### config.mk
export PLATFORM = sky130hd
export DESIGN_NAME = draw_scheduler
export DESIGN_NICKNAME = d
export VERILOG_FILES = /design/src/rtl/draw_scheduler.sv
export SDC_FILE = /design/constraint.sdc
export NUM_CORES = 2
export LEC_CHECK = 0
export ABC_AREA = 1
export CAP_MARGIN = 0
export CORE_AREA = 2 2 280 282
export DETAILED_ROUTE_END_ITERATION = 12
export DIE_AREA = 0 0 282 284
export PLACE_DENSITY_LB_ADDON = 0.05
export SETUP_SLACK_MARGIN = 0.1
export SLEW_MARGIN = 40
export SYNTH_ARGS = -nofsm -noshare
export SYNTH_HDL_FRONTEND = slang
export SYNTH_SLANG_ARGS = --single-unit
export TNS_END_PERCENT = 5
### constraint.sdc
create_clock -name clk -period 2.1 [get_ports clk]
set_input_delay 0.21 -clock clk [delete_from_list [all_inputs] [get_ports clk]]
set_output_delay 0.21 -clock clk [all_outputs]
set_load 0.05 [all_outputs]
### src/rtl/draw_scheduler.sv
// draw_scheduler: sequences entity slots through per-class sprite drawers onto one framebuffer port
//
// On frame_start (IDLE) the entity table and slot classes are snapshotted. Each slot is
// then scanned in order. Inactive slots and slots with an out-of-range class are skipped.
// Every other slot is handed to its class drawer with a one-cycle start pulse, and
// that drawer's pixel stream is routed to the framebuffer port until it signals done.
//
// Ports:
//   clk, reset_n      clock, synchronous active-low reset
//   frame_start       one-cycle frame request (ignored unless idle)
//   entities          packed entity table, slot i at [i*ENTITY_SIZE +: ENTITY_SIZE]
//   slot_class        packed drawer class per slot
//   d_start           one-hot start pulse to the drawers
//   d_entity          entity word for the current drawer (registered)
//   d_x/d_y/d_color/d_plot/d_done   per-drawer pixel stream and done
//   x/y/color/plot    muxed pixel stream, zero outside WAIT
//   busy              high whenever not IDLE
//   frame_done        one-cycle end-of-frame pulse
//   drawn_count       entities drawn in the last completed frame
//   timeout_err       sticky watchdog flag
//
// Optional feature: define DRAW_SCHED_TIMEOUT_EN to build a WAIT watchdog of
// TIMEOUT_CYCLES. Without it, timeout_err reads 0 and WAIT waits indefinitely.
module draw_scheduler #(
   parameter int ENTITY_SIZE    = 34,
   parameter int NUM_CLASSES    = 3,
   parameter int MAX_SLOTS      = 16,
   parameter int CLS_W          = (NUM_CLASSES > 1) ? $clog2(NUM_CLASSES) : 1,
   parameter int COORD_W        = 10,
   parameter int COLOR_W        = 3,
   parameter int TIMEOUT_CYCLES = 4096
) (
   input  logic                               clk,
   input  logic                               reset_n,
   input  logic                               frame_start,
   input  logic [MAX_SLOTS*ENTITY_SIZE-1:0]   entities,
   input  logic [MAX_SLOTS*CLS_W-1:0]         slot_class,
   output logic [NUM_CLASSES-1:0]             d_start,
   output logic [ENTITY_SIZE-1:0]             d_entity,
   input  logic [NUM_CLASSES*COORD_W-1:0]     d_x,
   input  logic [NUM_CLASSES*COORD_W-1:0]     d_y,
   input  logic [NUM_CLASSES*COLOR_W-1:0]     d_color,
   input  logic [NUM_CLASSES-1:0]             d_plot,
   input  logic [NUM_CLASSES-1:0]             d_done,
   output logic [COORD_W-1:0]                 x,
   output logic [COORD_W-1:0]                 y,
   output logic [COLOR_W-1:0]                 color,
   output logic                               plot,
   output logic                               busy,
   output logic                               frame_done,
   output logic [$clog2(MAX_SLOTS+1)-1:0]     drawn_count,
   output logic                               timeout_err
);
   localparam int IDX_W = (MAX_SLOTS > 1) ? $clog2(MAX_SLOTS) : 1;
   localparam int CNT_W = $clog2(MAX_SLOTS+1);
   localparam logic [IDX_W-1:0] LAST = IDX_W'(MAX_SLOTS-1);
   localparam logic [CLS_W:0]   NCLS = (CLS_W+1)'(NUM_CLASSES);

   typedef enum logic [2:0] {IDLE, SCAN, START, WAIT, FDONE} state_t;
   state_t state, state_nx;

   logic [MAX_SLOTS*ENTITY_SIZE-1:0] snap_ent;
   logic [MAX_SLOTS*CLS_W-1:0]       snap_cls;
   logic [IDX_W-1:0]                 idx;
   logic [CNT_W-1:0]                 count;
   logic [CLS_W-1:0]                 cls;
   logic [ENTITY_SIZE-1:0]           cur_ent;
   logic [CLS_W-1:0]                 cur_cls;
   logic                             cur_ok, last, done_hit, expire, adv;
   logic [COORD_W-1:0]               dx [NUM_CLASSES];
   logic [COORD_W-1:0]               dy [NUM_CLASSES];
   logic [COLOR_W-1:0]               dc [NUM_CLASSES];

   for (genvar i = 0; i < NUM_CLASSES; i++) begin : g_unpack
      assign dx[i] = d_x[i*COORD_W +: COORD_W];
      assign dy[i] = d_y[i*COORD_W +: COORD_W];
      assign dc[i] = d_color[i*COLOR_W +: COLOR_W];
   end

   // A slot is drawable only if its active bit is set and its class names a real drawer.
   assign cur_ent  = snap_ent[idx*ENTITY_SIZE +: ENTITY_SIZE];
   assign cur_cls  = snap_cls[idx*CLS_W +: CLS_W];
   assign cur_ok   = cur_ent[ENTITY_SIZE-1] && ({1'b0, cur_cls} < NCLS);
   assign last     = idx == LAST;
   assign done_hit = (state == WAIT) && d_done[cls];
   assign adv      = done_hit || expire;

`ifdef DRAW_SCHED_TIMEOUT_EN
   localparam int WD_W = $clog2(TIMEOUT_CYCLES+1);
   logic [WD_W-1:0] wd;
   logic            t_err;
   // wd is zero on the first WAIT cycle, so expiry lands on the TIMEOUT_CYCLES-th WAIT cycle.
   assign expire      = (state == WAIT) && !d_done[cls] && (wd == WD_W'(TIMEOUT_CYCLES-1));
   assign timeout_err = t_err;
   always_ff @(posedge clk) begin
      if (!reset_n) begin
         wd    <= '0;
         t_err <= 1'b0;
      end else begin
         wd <= (state == WAIT) ? wd + 1'b1 : '0;
         if (expire) t_err <= 1'b1;
      end
   end
`else
   assign expire      = 1'b0;
   assign timeout_err = 1'b0;
`endif

   always_ff @(posedge clk) begin
      if (!reset_n) begin
         state       <= IDLE;
         snap_ent    <= '0;
         snap_cls    <= '0;
         idx         <= '0;
         count       <= '0;
         cls         <= '0;
         d_entity    <= '0;
         drawn_count <= '0;
      end else begin
         state <= state_nx;
         if (state == IDLE && frame_start) begin
            snap_ent <= entities;
            snap_cls <= slot_class;
            idx      <= '0;
            count    <= '0;
         end
         if (state == SCAN && cur_ok) begin
            d_entity <= cur_ent;
            cls      <= cur_cls;
         end
         if (((state == SCAN && !cur_ok) || adv) && !last) idx <= idx + 1'b1;
         if (done_hit) count <= count + 1'b1;
         if (state == FDONE) drawn_count <= count;
      end
   end

   always_comb begin
      state_nx = state;
      case (state)
         IDLE:    state_nx = frame_start ? SCAN : IDLE;
         SCAN:    state_nx = cur_ok ? START : (last ? FDONE : SCAN);
         START:   state_nx = WAIT;
         WAIT:    state_nx = adv ? (last ? FDONE : SCAN) : WAIT;
         FDONE:   state_nx = IDLE;
         default: state_nx = IDLE;
      endcase
   end

   always_comb begin
      d_start    = (state == START) ? (NUM_CLASSES'(1) << cls) : '0;
      x          = (state == WAIT) ? dx[cls] : '0;
      y          = (state == WAIT) ? dy[cls] : '0;
      color      = (state == WAIT) ? dc[cls] : '0;
      plot       = (state == WAIT) && d_plot[cls];
      busy       = state != IDLE;
      frame_done = state == FDONE;
   end
endmodule

==> results.yml <==
status:
  status: "finished, violations left"
  failed_checks: "setup timing"
pwr:
  vdd.ir_drop.worst_mv: 0.435
  p_int_uw: 27600
  power.share.combinational_pct: 36.2
  switching_part_of_the_total_power_pct: 35.6
  power.leakage_uw: 0.0153
  sequentialPowerShare_pct: 34.6
  power_per_cell_area_nw_per_um2: 1070
  clock_power_share_pct: 29.2
  netSwitchingPower_uw: 15300
global_route:
  grt_pass1_wl_mm: 184
  antenna_found_initial: 37
  grt_overflow: 0
  grt_use_total_pct: 31.0
  grt_pass1_vias: 27600
  maximum_number_of_pins_on_one_net_before_global_route_repair: 86
flow_run:
  maxCapViolations: 0
die:
  core_region_area_um2: 77000
  die_width_um: 282
  design.portCount: 723
  floorplan.initialDensity_pct: 35.7
  die_area_um2: 80100
  placementRows: 102
  die_height_um: 284
sta:
  rsz0062_at_grt: "true"
  max_slew.worst_pin.slew_ns: 0.672
  slew_headroom_pct: 55.4
  post-route-worst-setup-slack_ns: -0.00577
  period_needed_ns: 2.11
  fmax_mhz: 475
  drv_slew: 0
  finalSetupViolCount: 1
  fin_skew_ns: 0.0173
  hold_viol_final: 0
  share_of_the_cycle_needed_by_the_critical_path_after_routing_pct: 100
drt:
  first_iter_violations: 2541
  post_drt_via_cell_ratio: 5.20
  detail_route.wl_per_cell_um: 23.2
  antenna_violating_nets_post_route: 0
  route.final.wire_length_mm: 132
  drt_pre_antenna_iters: 6
  residual_drc_count: 0
  via_count: 29500
place:
  dp_hpwl_mm: 97.1
  post_dp_cell_area_um2: 36900
  gp_routability_congestion: 0.892
  placed_cells: 5499
  dp_slack_ns: -0.0374
  port_buffers: 721
worst_setup_path:
  timing_worst_setup_path_type: "reg2reg"
  timing.critical_path.to_type: "flop"
  worst-path-max-fanout: 42
  timing.critical_path.from_type: "flop"
  timing.critical_path.required_ns: 2.58
  worst-endpoint-arrival_ns: 2.58
yosys:
  avgSynthCellArea_um2: 7.07
  netlist_top_cells_area: "sky130_fd_sc_hd__dfxtp_1 46%, sky130_fd_sc_hd__a21oi_1 14%, sky130_fd_sc_hd__nand2_1 12%, sky130_fd_sc_hd__o21ai_0 9.1%, sky130_fd_sc_hd__inv_1 4.1%"
  mappedNetlistArea_um2: 27500
  synth_most_common_cell: "sky130_fd_sc_hd__nand2_1"
  synthesis.yosys.warnings: 0
  synth_async_sr_flop_share_pct: 0
  synth_top_flop_cell: "sky130_fd_sc_hd__dfxtp_1"
  yosys.area.top_type: "sky130_fd_sc_hd__dfxtp_1"
  yosysSeqAreaShare_pct: 45.8
  synth.cells.most_frequent: "906 x sky130_fd_sc_hd__nand2_1, 779 x sky130_fd_sc_hd__a21oi_1, 629 x sky130_fd_sc_hd__dfxtp_1"
  yosysTopAreaCellShare_pct: 45.8
  synth-edff-count: 0
  syn_inst: 3886
  synth.lib_cells_used.distinct: 31
  synth-seq-cells: 629
  synthesis.nets: 4542
cts:
  tritoncts.num_buffers: 73
  root_buffer: "sky130_fd_sc_hd__clkbuf_16"
  ctsLongestPathBuffers: 3
  clkSinkCount: 629
  ctsHtreeMaxLevel: 3
  cts.reportedPaths.clkPinSlew_ns: 0.06
  clock_tree_from_tritoncts: "yes"
  insertion_delay_ns: 0.61
finish:
  multi_input_comb_area_um2: 12400
  final_area_um2: 40000
  layout-drive-gt1-share_pct: 9.57
  syn2layout_area_growth_pct: 45.6
  regArea_um2: 12600
  nNetsFinal: 5222
  num-fill-cells: 7890
  stdcell_count: 5676
hold_path:
  min-delay-path-class: "in2reg"
[kinds of logic (layout without fill, tap and decap cells)]
group           Yosys count  after routing  synth area share (%)
compound gates         1418           1418                  27.0
simple gates           1192           1192                  17.4
buf+inv                 640           1372                  9.53
flops                   629            629                  45.8
xor+xnor                  4              4                 0.127
fa+ha+maj                 2              2                0.0911
other cells               1             19                0.0136
[timing repair]
action,CTS,global route
resized for setup,64,55
hold buffers,1,0
hold endpoints to repair,11,0
pin swaps,5,9
gates cloned,2,12
setup buffers,3,14
setup endpoints to repair,81,70
[per-stage QoR]
stage	hold slack, ns	util (%)	total power [uW]	TNS (ns)
detailed placement	0.443	48.0	29500	-0.0374
floorplan	0.354	-	23100	0
finish	0.154	52.0	42800	-0.00577
CTS	0.133	51.2	42100	-0.382
global placement	0.439	48.0	29400	-0.0224
global route	0.164	52.0	45000	-0.0328
[registers in the layout (all words and copies together) (netlist names)]
| signal | flops |
|---|---|
| snap_ent | 544 |
| d_entity | 34 |
| snap_cls | 32 |
| count | 5 |
| drawn_count | 5 |
| idx | 4 |
| state | 3 |
| cls | 2 |
[critical path, stage by stage (launching register included)]
cell                        delay [ns]
sky130_fd_sc_hd__dfxtp_4          0.39
sky130_fd_sc_hd__buf_6            0.15
sky130_fd_sc_hd__clkbuf_16        0.16
sky130_fd_sc_hd__buf_12           0.16
sky130_fd_sc_hd__o211ai_1         0.40
sky130_fd_sc_hd__nand3_1          0.25
sky130_fd_sc_hd__nand3_1          0.23
sky130_fd_sc_hd__nand2_1          0.08
sky130_fd_sc_hd__nand2_1          0.08
sky130_fd_sc_hd__a21oi_1          0.06
[final timing paths]
path,to,slack (ns),start,cells past startpoint
worst max-delay path,d_entity[28],-0.006,idx[0],9
worst min-delay path,snap_ent[159],0.15,entities[159],3
worst max register to register,d_entity[28],-0.006,idx[0],9
worst min register to register,snap_ent[256],0.45,snap_ent[256],2
[power groups by stage]
stage,registers (uW),logic [uW],clock network (uW)
floorplan,14900,8160,0
global placement,15000,14400,0
detailed placement,15000,14400,0
CTS,14800,14600,12700
global route,15000,16900,13100
finish,14800,15500,12500
[final cells by class]
class,count,share of cell area [%]
Multi-Input combinational cell,2617,31.0
Sequential cell,629,31.5
Timing Repair Buffer,938,25.4
Tap cell,1040,3.25
Clock buffer,115,5.49
Clock inverter,12,0.256
Antenna cell,18,0.113
Inverter,307,2.99
[per-layer routing]
metal	GRT usage, %	vias to the layer above	wire [um]
met1	39.5	14000	54300
met5	0	-	94
met4	11.4	14	4340
li1	-	14300	-
met3	5.59	193	9550
met2	52.0	1050	63400
[cell usage in the layout, fill, tap and decap left out, types with 37 or more instances in the layout]
cell type | Yosys | layout
sky130_fd_sc_hd__a21oi_1 | 779 | 778
sky130_fd_sc_hd__dfxtp_1 | 629 | 621
sky130_fd_sc_hd__clkdlybuf4s50_1 | 0 | 652
sky130_fd_sc_hd__o21ai_1 | 21 | 37
sky130_fd_sc_hd__buf_12 | 0 | 83
sky130_fd_sc_hd__clkbuf_16 | 0 | 87
sky130_fd_sc_hd__nand3_1 | 209 | 198
sky130_fd_sc_hd__buf_4 | 15 | 149
sky130_fd_sc_hd__nor2_1 | 56 | 55
sky130_fd_sc_hd__o211ai_1 | 105 | 105
sky130_fd_sc_hd__inv_1 | 297 | 288
sky130_fd_sc_hd__nand2_1 | 906 | 899
sky130_fd_sc_hd__o21ai_0 | 498 | 482
No activity file was read; power rests on OpenSTA's default activity.
